<file path="src/rtl/dct_pkg.sv">
// Shared constants for the 4x4 forward/inverse integer core transforms:
// default sample width, intermediate/output width derivations and Cf.
package dct_pkg;

  localparam int DCT_DW = 25;

  // Rows of Cf, the forward core transform matrix.
  localparam int DCT_CF [4][4] = '{
    '{1,  1,  1,  1},
    '{2,  1, -1, -2},
    '{1, -1, -1,  1},
    '{1, -2,  2, -1}
  };

  // A single 1-D pass has a worst-case gain of 6, so it needs 3 extra bits.
  // Two passes need 6.
  function automatic int dct_iw(input int dw);
    return dw + 3;
  endfunction

  function automatic int dct_ow(input int dw);
    return dw + 6;
  endfunction

endpackage

</file>
<file path="src/rtl/dct_1d_4pt.sv">
// Combinational 4-point forward core transform (butterfly form).
// Inputs are sign-extended to the output width before any arithmetic.
module dct_1d_4pt #(
  parameter int IN_W  = 25,
  parameter int OUT_W = IN_W + 3
) (
  input  logic signed [IN_W-1:0]  a,
  input  logic signed [IN_W-1:0]  b,
  input  logic signed [IN_W-1:0]  c,
  input  logic signed [IN_W-1:0]  d,
  output logic signed [OUT_W-1:0] y0,
  output logic signed [OUT_W-1:0] y1,
  output logic signed [OUT_W-1:0] y2,
  output logic signed [OUT_W-1:0] y3
);

  logic signed [OUT_W-1:0] ea, eb, ec, ed;
  logic signed [OUT_W-1:0] s0, s1, d0, d1;

  assign ea = {{(OUT_W-IN_W){a[IN_W-1]}}, a};
  assign eb = {{(OUT_W-IN_W){b[IN_W-1]}}, b};
  assign ec = {{(OUT_W-IN_W){c[IN_W-1]}}, c};
  assign ed = {{(OUT_W-IN_W){d[IN_W-1]}}, d};

  assign s0 = ea + ed;
  assign s1 = eb + ec;
  assign d0 = ea - ed;
  assign d1 = eb - ec;

  assign y0 = s0 + s1;
  assign y1 = (d0 <<< 1) + d1;
  assign y2 = s0 - s1;
  assign y3 = d0 - (d1 <<< 1);

endmodule

</file>
<file path="src/rtl/dct_whole.sv">
// 4x4 forward integer core transform: row pass into a ping-pong transpose
// buffer, then column pass emitting one coefficient column per cycle.
module dct_whole
  import dct_pkg::*;
#(
  parameter  int DW = DCT_DW,
  localparam int IW = dct_iw(DW),
  localparam int OW = dct_ow(DW)
) (
  input  logic                 clk,
  input  logic                 reset,
  input  logic                 in_valid,
  input  logic signed [DW-1:0] d_in_1,
  input  logic signed [DW-1:0] d_in_2,
  input  logic signed [DW-1:0] d_in_3,
  input  logic signed [DW-1:0] d_in_4,
  output logic                 out_valid,
  output logic [1:0]           out_col,
  output logic                 out_last,
  output logic signed [OW-1:0] d_out_1,
  output logic signed [OW-1:0] d_out_2,
  output logic signed [OW-1:0] d_out_3,
  output logic signed [OW-1:0] d_out_4
);

  logic                 accept;
  logic [1:0]           row;
  logic                 wsel;
  logic [1:0]           full, full_nxt;
  logic signed [IW-1:0] t0, t1, t2, t3;
  logic signed [IW-1:0] bank [0:1][0:3][0:3];

  logic                 vld_p0;
  logic [1:0]           col_p0;
  logic                 bank_p0;
  logic                 rd_done, rd_start, bank_nxt;
  logic signed [OW-1:0] y0, y1, y2, y3;

  assign accept = in_valid && !reset;

  // Row pass: T[i][j] for the row currently presented.
  dct_1d_4pt #(.IN_W(DW), .OUT_W(IW)) u_row (
    .a (d_in_1), .b (d_in_2), .c (d_in_3), .d (d_in_4),
    .y0(t0), .y1(t1), .y2(t2), .y3(t3)
  );

  always_ff @(posedge clk) begin
    if (accept) begin
      bank[wsel][row][0] <= t0;
      bank[wsel][row][1] <= t1;
      bank[wsel][row][2] <= t2;
      bank[wsel][row][3] <= t3;
    end
  end

  // Reader: walks columns 0..3 of one full bank, then hands over to the
  // other bank on the very next cycle when it is already full.
  always_comb begin
    rd_done  = vld_p0 && (col_p0 == 2'd3);
    bank_nxt = rd_done ? ~bank_p0 : bank_p0;
    rd_start = (!vld_p0 || rd_done) && full[bank_nxt];
    full_nxt = full;
    if (rd_done) full_nxt[bank_p0] = 1'b0;
    if (accept && row == 2'd3) full_nxt[wsel] = 1'b1;
  end

  always_ff @(posedge clk) begin
    if (reset) begin
      row     <= 2'd0;
      wsel    <= 1'b0;
      full    <= 2'b00;
      vld_p0  <= 1'b0;
      col_p0  <= 2'd0;
      bank_p0 <= 1'b0;
    end else begin
      full    <= full_nxt;
      bank_p0 <= bank_nxt;
      if (accept) begin
        row <= row + 2'd1;
        if (row == 2'd3) wsel <= ~wsel;
      end
      vld_p0 <= rd_start || (vld_p0 && !rd_done);
      if (rd_start || !vld_p0 || rd_done) col_p0 <= 2'd0;
      else                                col_p0 <= col_p0 + 2'd1;
    end
  end

  // ---- stage p0 -> p1: column pass on the transposed column ----
  dct_1d_4pt #(.IN_W(IW), .OUT_W(OW)) u_col (
    .a (bank[bank_p0][0][col_p0]),
    .b (bank[bank_p0][1][col_p0]),
    .c (bank[bank_p0][2][col_p0]),
    .d (bank[bank_p0][3][col_p0]),
    .y0(y0), .y1(y1), .y2(y2), .y3(y3)
  );

  always_ff @(posedge clk) begin
    if (reset) begin
      out_valid <= 1'b0;
      out_col   <= 2'd0;
      out_last  <= 1'b0;
      d_out_1   <= '0;
      d_out_2   <= '0;
      d_out_3   <= '0;
      d_out_4   <= '0;
    end else begin
      out_valid <= vld_p0;
      out_col   <= vld_p0 ? col_p0 : 2'd0;
      out_last  <= rd_done;
      if (vld_p0) begin
        d_out_1 <= y0;
        d_out_2 <= y1;
        d_out_3 <= y2;
        d_out_4 <= y3;
      end
    end
  end

endmodule

</file>
<file path="config.mk">
export PLATFORM = sky130hd
export DESIGN_NAME = dct_whole
export DESIGN_NICKNAME = d
export VERILOG_FILES = /design/src/rtl/dct_pkg.sv /design/src/rtl/dct_1d_4pt.sv /design/src/rtl/dct_whole.sv
export SDC_FILE = /design/constraint.sdc
export NUM_CORES = 2
export LEC_CHECK = 0
export ABC_AREA = 1
export CORE_ASPECT_RATIO = 1.1
export CORE_MARGIN = 2
export CORE_UTILIZATION = 43
export DETAILED_ROUTE_END_ITERATION = 10
export PLACE_DENSITY = 0.65
export SETUP_SLACK_MARGIN = 0.05
export SYNTH_ARGS = -nofsm -noshare
export SYNTH_HDL_FRONTEND = slang
export SYNTH_SLANG_ARGS = --single-unit
</file>
<file path="constraint.sdc">
create_clock -name clk -period 12.45 [get_ports clk]
set_input_delay 3.735 -clock clk [delete_from_list [all_inputs] [get_ports clk]]
set_output_delay 3.735 -clock clk [all_outputs]
set_load 0.05 [all_outputs]
</file>
Word-level counts from Yosys, hierarchy flattened
Memory sizes are Yosys's and may differ from the RTL's. A register that Yosys moved wholly into a read port is not among the register bits.
Cells that the tools add are included.
{"block": "op_classes", "n_addsub": 18, "muxes": 1379, "bitwise_logic": 1352, "magnitude_cmp": 8, "n_eq_ne": 2, "n_reduce_logical": 18}
{"cell": "$mux W448", "count": 4}
{"cell": "$mux W1", "count": 1351}
{"cell": "$or A1 B1 Y1", "count": 1344}
{"cell": "$demux W112 S2", "count": 4}
{"cell": "$mux W28", "count": 9}
{"cell": "$bmux W28 S2", "count": 4}
{"cell": "$mux W112", "count": 1}
{"cell": "$mux W84", "count": 1}
{"cell": "$add A31 B31 Y31", "count": 2}
{"cell": "$sub A31 B31 Y31", "count": 2}
{"cell": "$add A28 B28 Y29", "count": 2}
{"cell": "$sub A28 B28 Y29", "count": 2}
{"cell": "$add A28 B28 Y28", "count": 2}
{"cell": "$mux W56", "count": 1}
{"cell": "$sub A28 B28 Y28", "count": 2}
{"cell": "$add A25 B25 Y26", "count": 2}
{"cell": "$sub A25 B25 Y26", "count": 2}
{"cell": "$logic_and A1 B1 Y1", "count": 8}
{"cell": "$ge A3 B3 Y1 const B", "count": 2}
{"cell": "$lt A1 B2 Y1 const B", "count": 3}
{"cell": "$not A2 Y3", "count": 2}
{"cell": "$add A2 B1 Y2 const B", "count": 2}
{"cell": "$eq A2 B2 Y1 const B", "count": 2}
{"cell": "$logic_or A1 B1 Y1", "count": 4}
{"cell": "11 further kinds", "count": 19}
{"block": "word_totals", "output_inout_bits": 128, "memories": 1, "mem_bits_rw": 896, "elab_cells": 2791, "reg_bits": 137, "in_bits": 103}
{"name": "bank", "depth": 2, "word_bits": 448, "rd": 1, "rd_ports_with_merged_regs": 1, "wr": 1, "line": "dct_whole.sv:31", "text": "logic signed [IW-1:0] bank [0:1][0:3][0:3];"}

Logic depth before layout (Yosys ltp)
{"block": "logic_depth", "ltp_word": 9, "ltp_mapped": 43, "mapped_depth_nobuf": 38}

Hierarchy
From an unflattened synthesis, not the netlist that was laid out.
{"block": "unflattened", "cells_unflattened": 9457, "area_unflattened_um2": 71697.5}
{"mod": "dct_whole", "n_inst": 1, "cells_per_inst": 5061, "seq_area_each_um2": 29648.4, "area_each_um2": 46450.8}
{"mod": "dct_1d_4pt at u_col", "n_inst": 1, "cells_per_inst": 2453, "seq_area_each_um2": 0.0, "area_each_um2": 13852.0}
{"mod": "dct_1d_4pt at u_row", "n_inst": 1, "cells_per_inst": 1943, "seq_area_each_um2": 0.0, "area_each_um2": 11394.7}

Worst setup path before layout
OpenSTA, ideal clock, no wires.
{"block": "synth_path", "kind": "input to register", "startpoint": "input reset", "endpoint": "memory bank[0][224] (netlist bit), enable pin", "stages": 8, "setup_time_ns": 0.583, "path_slack_ns": 2.650, "t_required_ns": 11.867, "path_buffers": 3, "arrival_time_ns": 9.217, "path_cell_list": "clkbuf_1 -> inv_1 -> nand2_1 -> inv_1 -> nand2_1 -> clkbuf_1 -> clkbuf_1 -> nor2_1"}
{"block": "synth_via", "elab_chain_len": 7, "word_cells_on_any_way": 10, "cone_classes": "mux (5); bitwise (3); reduce/logical (2)"}
{"element": "from (decl)", "line": "dct_whole.sv:11", "text": "input logic reset,"}
{"element": "$logic_not A1 Y1 *", "line": "dct_whole.sv:39", "text": "assign accept = in_valid && !reset;"}
{"element": "$logic_and A1 B1 Y1 *", "line": "dct_whole.sv:39"}
{"element": "$mux W1 *", "line": "dct_whole.sv:48", "text": "if (accept) begin"}
{"element": "$mux W448 (on tied branches)", "line": "dct_whole.sv:49, dct_whole.sv:50"}
{"element": "$or A1 B1 Y1 (no source line) (2 in series)"}
{"element": "$or A1 B1 Y1 (no source line) *"}
{"element": "to (decl)", "line": "dct_whole.sv:31"}
Mark *: on every way between the ends. The rest lies on a longest branch, timed or not.

Worst setup path in the final report
{"block": "layout_path", "startpoint": "input d_in_3[2]", "endpoint": "memory bank[1][389] (netlist bit) (data pin)"}
{"block": "layout_via", "elab_chain_len": 5, "word_cells_on_any_way": 9, "cone_classes": "add/sub (6); mux (3)"}
{"element": "from (decl)", "line": "dct_whole.sv:15", "text": "input logic signed [DW-1:0] d_in_3,"}
{"element": "$add A25 B25 Y26 / $sub A25 B25 Y26 (equally long branches)", "line": "dct_1d_4pt.sv:26, dct_1d_4pt.sv:28"}
{"element": "$add A28 B28 Y28 (on tied branches)", "line": "dct_1d_4pt.sv:30, dct_1d_4pt.sv:31"}
{"element": "$mux W1 (no source line) (2 in series)"}
{"element": "$mux W1 (no source line) *"}
Marks and branches as above.

==> reports/summary.txt <==
DR iter-0 viols - 4,960
r2r setup slk - 3970 ps
global-route wire length before repair - 316 mm
reg2reg start - bank_p0
pin count of the biggest net entering global routing - 175
r2r endpoint - d_out_3[27]
Via density - 5.50
num ports - 231
combinational share of power - 45.3%
compound-gate portion of the synthesized area - 15.5%
ANT cells - 0
hold path depth - 2
cell with the most instances after synthesis - nand2_1
Net Count, Synth - 8,567
initial antenna violation count - 1
CTS H-tree lvls - 3
hold wc startpoint - full[1]
die height - 416 µm
unrepaired setup endpoints after global routing - no
Clock Latency Late Sink - 740 ps
sw power - 5860 µW
Clk pwr share - 21.0%
fmax - 108 MHz
Inserted Clock Buffers - 96
Area Growth Syn to Fin - 10.4%
Avg Inst Size Synth - 8.27 µm²
Setup Buffers After CTS - 0
Final setup viols - 0
Worst Path Required - 12,900 ps
clock net sink count - 1,024
wire length per cell - 20.9 µm
Startpoint Class - primary input
GRT Util Overall - 26.4%
PD cells - 187 mW/mm²
buffers added on ports - 230
final weighted congestion in routability-driven placement - 1.02
Slew @ Worst Pin - 1340 ps
Synth Flop Type - edfxtp_1
P_int - 7800 µW
Mapped Cells - 8,011
Synth area leaders - edfxtp_1 40%, ha_1 8.3%, nand2_1 7.3%
Residual DRC - 0
switching part of the total power - 42.9%
final setup TNS - 0 ps
asr flop ratio synth - 0%
vias in the first global route - 53,804
WL final - 213 mm
TritonRoute pass-1 iters - 6
Die ar. - 0.157 mm²
Hold Path End - full[1]
Slew HR - 10.6%
Post-synth EDFFs - 888
maxcap violations - 0
Root Buffer - clkbuf_16
vias - 55,968
Congestion Overflow GR - 0
arrival time at the worst endpoint - 9720 ps
simple-gate area share of the yosys netlist - 19.2%
CTS tree - yes
Layout Skew - 28.8 ps
Min-Delay Path Class - flop to flop
Placeable Area - 0.153 mm²
P_leak - 0.0316 µW
Flop pwr share - 33.7%
flops & latches, synth - 1,024
post-synthesis mux area share - 0%
initial core utilization - 43.2%
Total Power - 13,700 µW
fill cell count - 14,851
Post-Synthesis Cell Area - 0.0662 mm²
Seq/Total Area, Yosys - 44.4%
Die Wd - 378 µm
largest family of logic cells by synthesized area - simple AND/OR/NAND/NOR gates
xor/xnor share of the synthesized area - 4.17%
R2R depth - 36
DP HPWL - 158 mm
Yosys warnings - 0
Setup crit end kind - flop
synth cell count leaders - 1,285 x nand2_1, 1,113 x nor2_1, 965 x inv_1
nets@finish - 8,591
final slew viol count - 0
maximum VDD drop - 136 µV
area fraction of the dominant cell type after synthesis - 40.3%
fin crit share - 74.5%
worst-case clock buffer depth - 3
Worst Path Max Fanout - 9
row cnt - 151
layout cells sized above 1 - 5.64%
Netlist cell types - 71
antenna-violating nets left - 0
critical path class - primary input to flop
Post-Synth Adder-Cell Area - 8.74%
post-layout minimum cycle time - 9270 ps
outcome - complete, no violations
Post-CTS Hold Fix Bufs - 0
dominant cell type by area after synthesis - edfxtp_1
clock-pin slew on the worst setup and hold paths - 60 ps
final hold viol count - 0
Gates resized, CTS repair - 0
-- flip-flops by register name, indices dropped and copies added, names as in the netlist --
register and count:
wsel 1, out_last 1, bank_p0 1, full 2, bank 888, col_p0 2
out_col 2, row 2, out_valid 1, d_out_1 31, d_out_2 31, vld_p0 1
d_out_3 30, d_out_4 31
-- cell families after synthesis --
family	Yosys count
and+or+nand+nor	3021
adders and majority gates	453
DFF	1024
buffers and inverters	1352
xor gates and xnor gates	312
AOI/OAI and AO/OA	1849
-- per-stage QoR --
step / hold slack, ps / util, % / cell area [µm²] / std cells / setup WS (ps)
floorplan: 446 / - / 66200 / 8011 / 2650
global placement: 453 / 45.7 / 70100 / 10002 / 2500
detailed placement: 465 / 45.7 / 70100 / 10002 / 2450
CTS: 474 / 47.7 / 73100 / 10175 / 3250
global route: 509 / 47.7 / 73100 / 10175 / 3000
finish: 475 / 47.7 / 73100 / 10175 / 3180
-- power groups by stage --
stage	sequential (µW)	clock, µW	combinational (µW)
final	4600	2860	6190
after global routing	4610	3020	6790
after CTS	4600	2900	6100
after detailed placement	4680	0	6070
after global placement	4670	0	5970
after floorplan	4680	0	4010
-- worst max-delay path: stages --
cell	delay (ps)
clkdlybuf4s50_1	480
inv_1	50
ha_1	320
inv_1	140
nand2_1	70
nand2_1	60
a31oi_1	60
o31ai_1	670
a21oi_1	280
o31ai_2	430
xor2_1	330
ha_1	400
nor2_1	230
inv_1	110
nor4_1	650
nand4_1	450
nand3_1	310
a31oi_1	180
xor2_1	530
o21ai_0	220
-- cell usage in the layout (no fill, tap or decap), types with 8 or more instances in the layout --
master and count:
clkbuf_1 23, fa_1 16, a21boi_0 12, o21bai_1 28, nand2_2 99, xnor2_1 35
dfxtp_1 133, a21o_1 25, nand2_4 8, o21ai_0 908, edfxtp_1 888, nor2_2 28
o21ai_1 35, o21a_1 14, nor2_1 1105, nor2_4 18, clkinv_2 13, clkdlybuf4s50_1 229
or2_2 22, o22ai_1 163, a21oi_1 441, clkinv_1 20, o221ai_1 23, inv_1 962
nand3_2 19, buf_4 59, o31ai_1 22, nor4_1 16, clkbuf_16 97, nand2_1 1281
nand4_1 54, nor3_1 38, xor2_1 273, o211ai_1 26, a21oi_2 17, a31oi_1 87
ha_1 437, inv_2 16, nand3_1 304
-- metal layers --
layer	vias to the layer above	wire, µm	track usage [%]
met5	-	13	0
met4	2	9840	11.7
met3	373	13100	2.73
met2	2054	101000	44.9
met1	26588	88200	33.7
li1	26951	-	-
-- layout make-up --
cell class / instances / area, µm² / area share (%)
Multi-Input combinational cell: 5635 / 31600 / 43.2
Sequential cell: 1024 / 29400 / 40.2
Inverter: 985 / 3720 / 5.08
Timing Repair Buffer: 293 / 2840 / 3.88
Tap cell: 2065 / 2580 / 3.53
Clock buffer: 126 / 2570 / 3.51
Clock inverter: 47 / 440 / 0.602
-- worst max path at each step --
stage          cells past startpoint  slack [ps]           end       from
2_1_floorplan                      8        2650  bank[0][224]      reset
3_3_place_gp                      20        2500  bank[0][165]  d_in_3[2]
3_5_place_dp                      20        2450   bank[1][53]  d_in_3[2]
4_1_cts                           20        3250  bank[0][389]  d_in_3[2]
5_1_grt                           20        3000   bank[1][53]  d_in_3[2]
6_report                          20        3180  bank[1][389]  d_in_3[2]
Power figures use the tool's default switching activity.
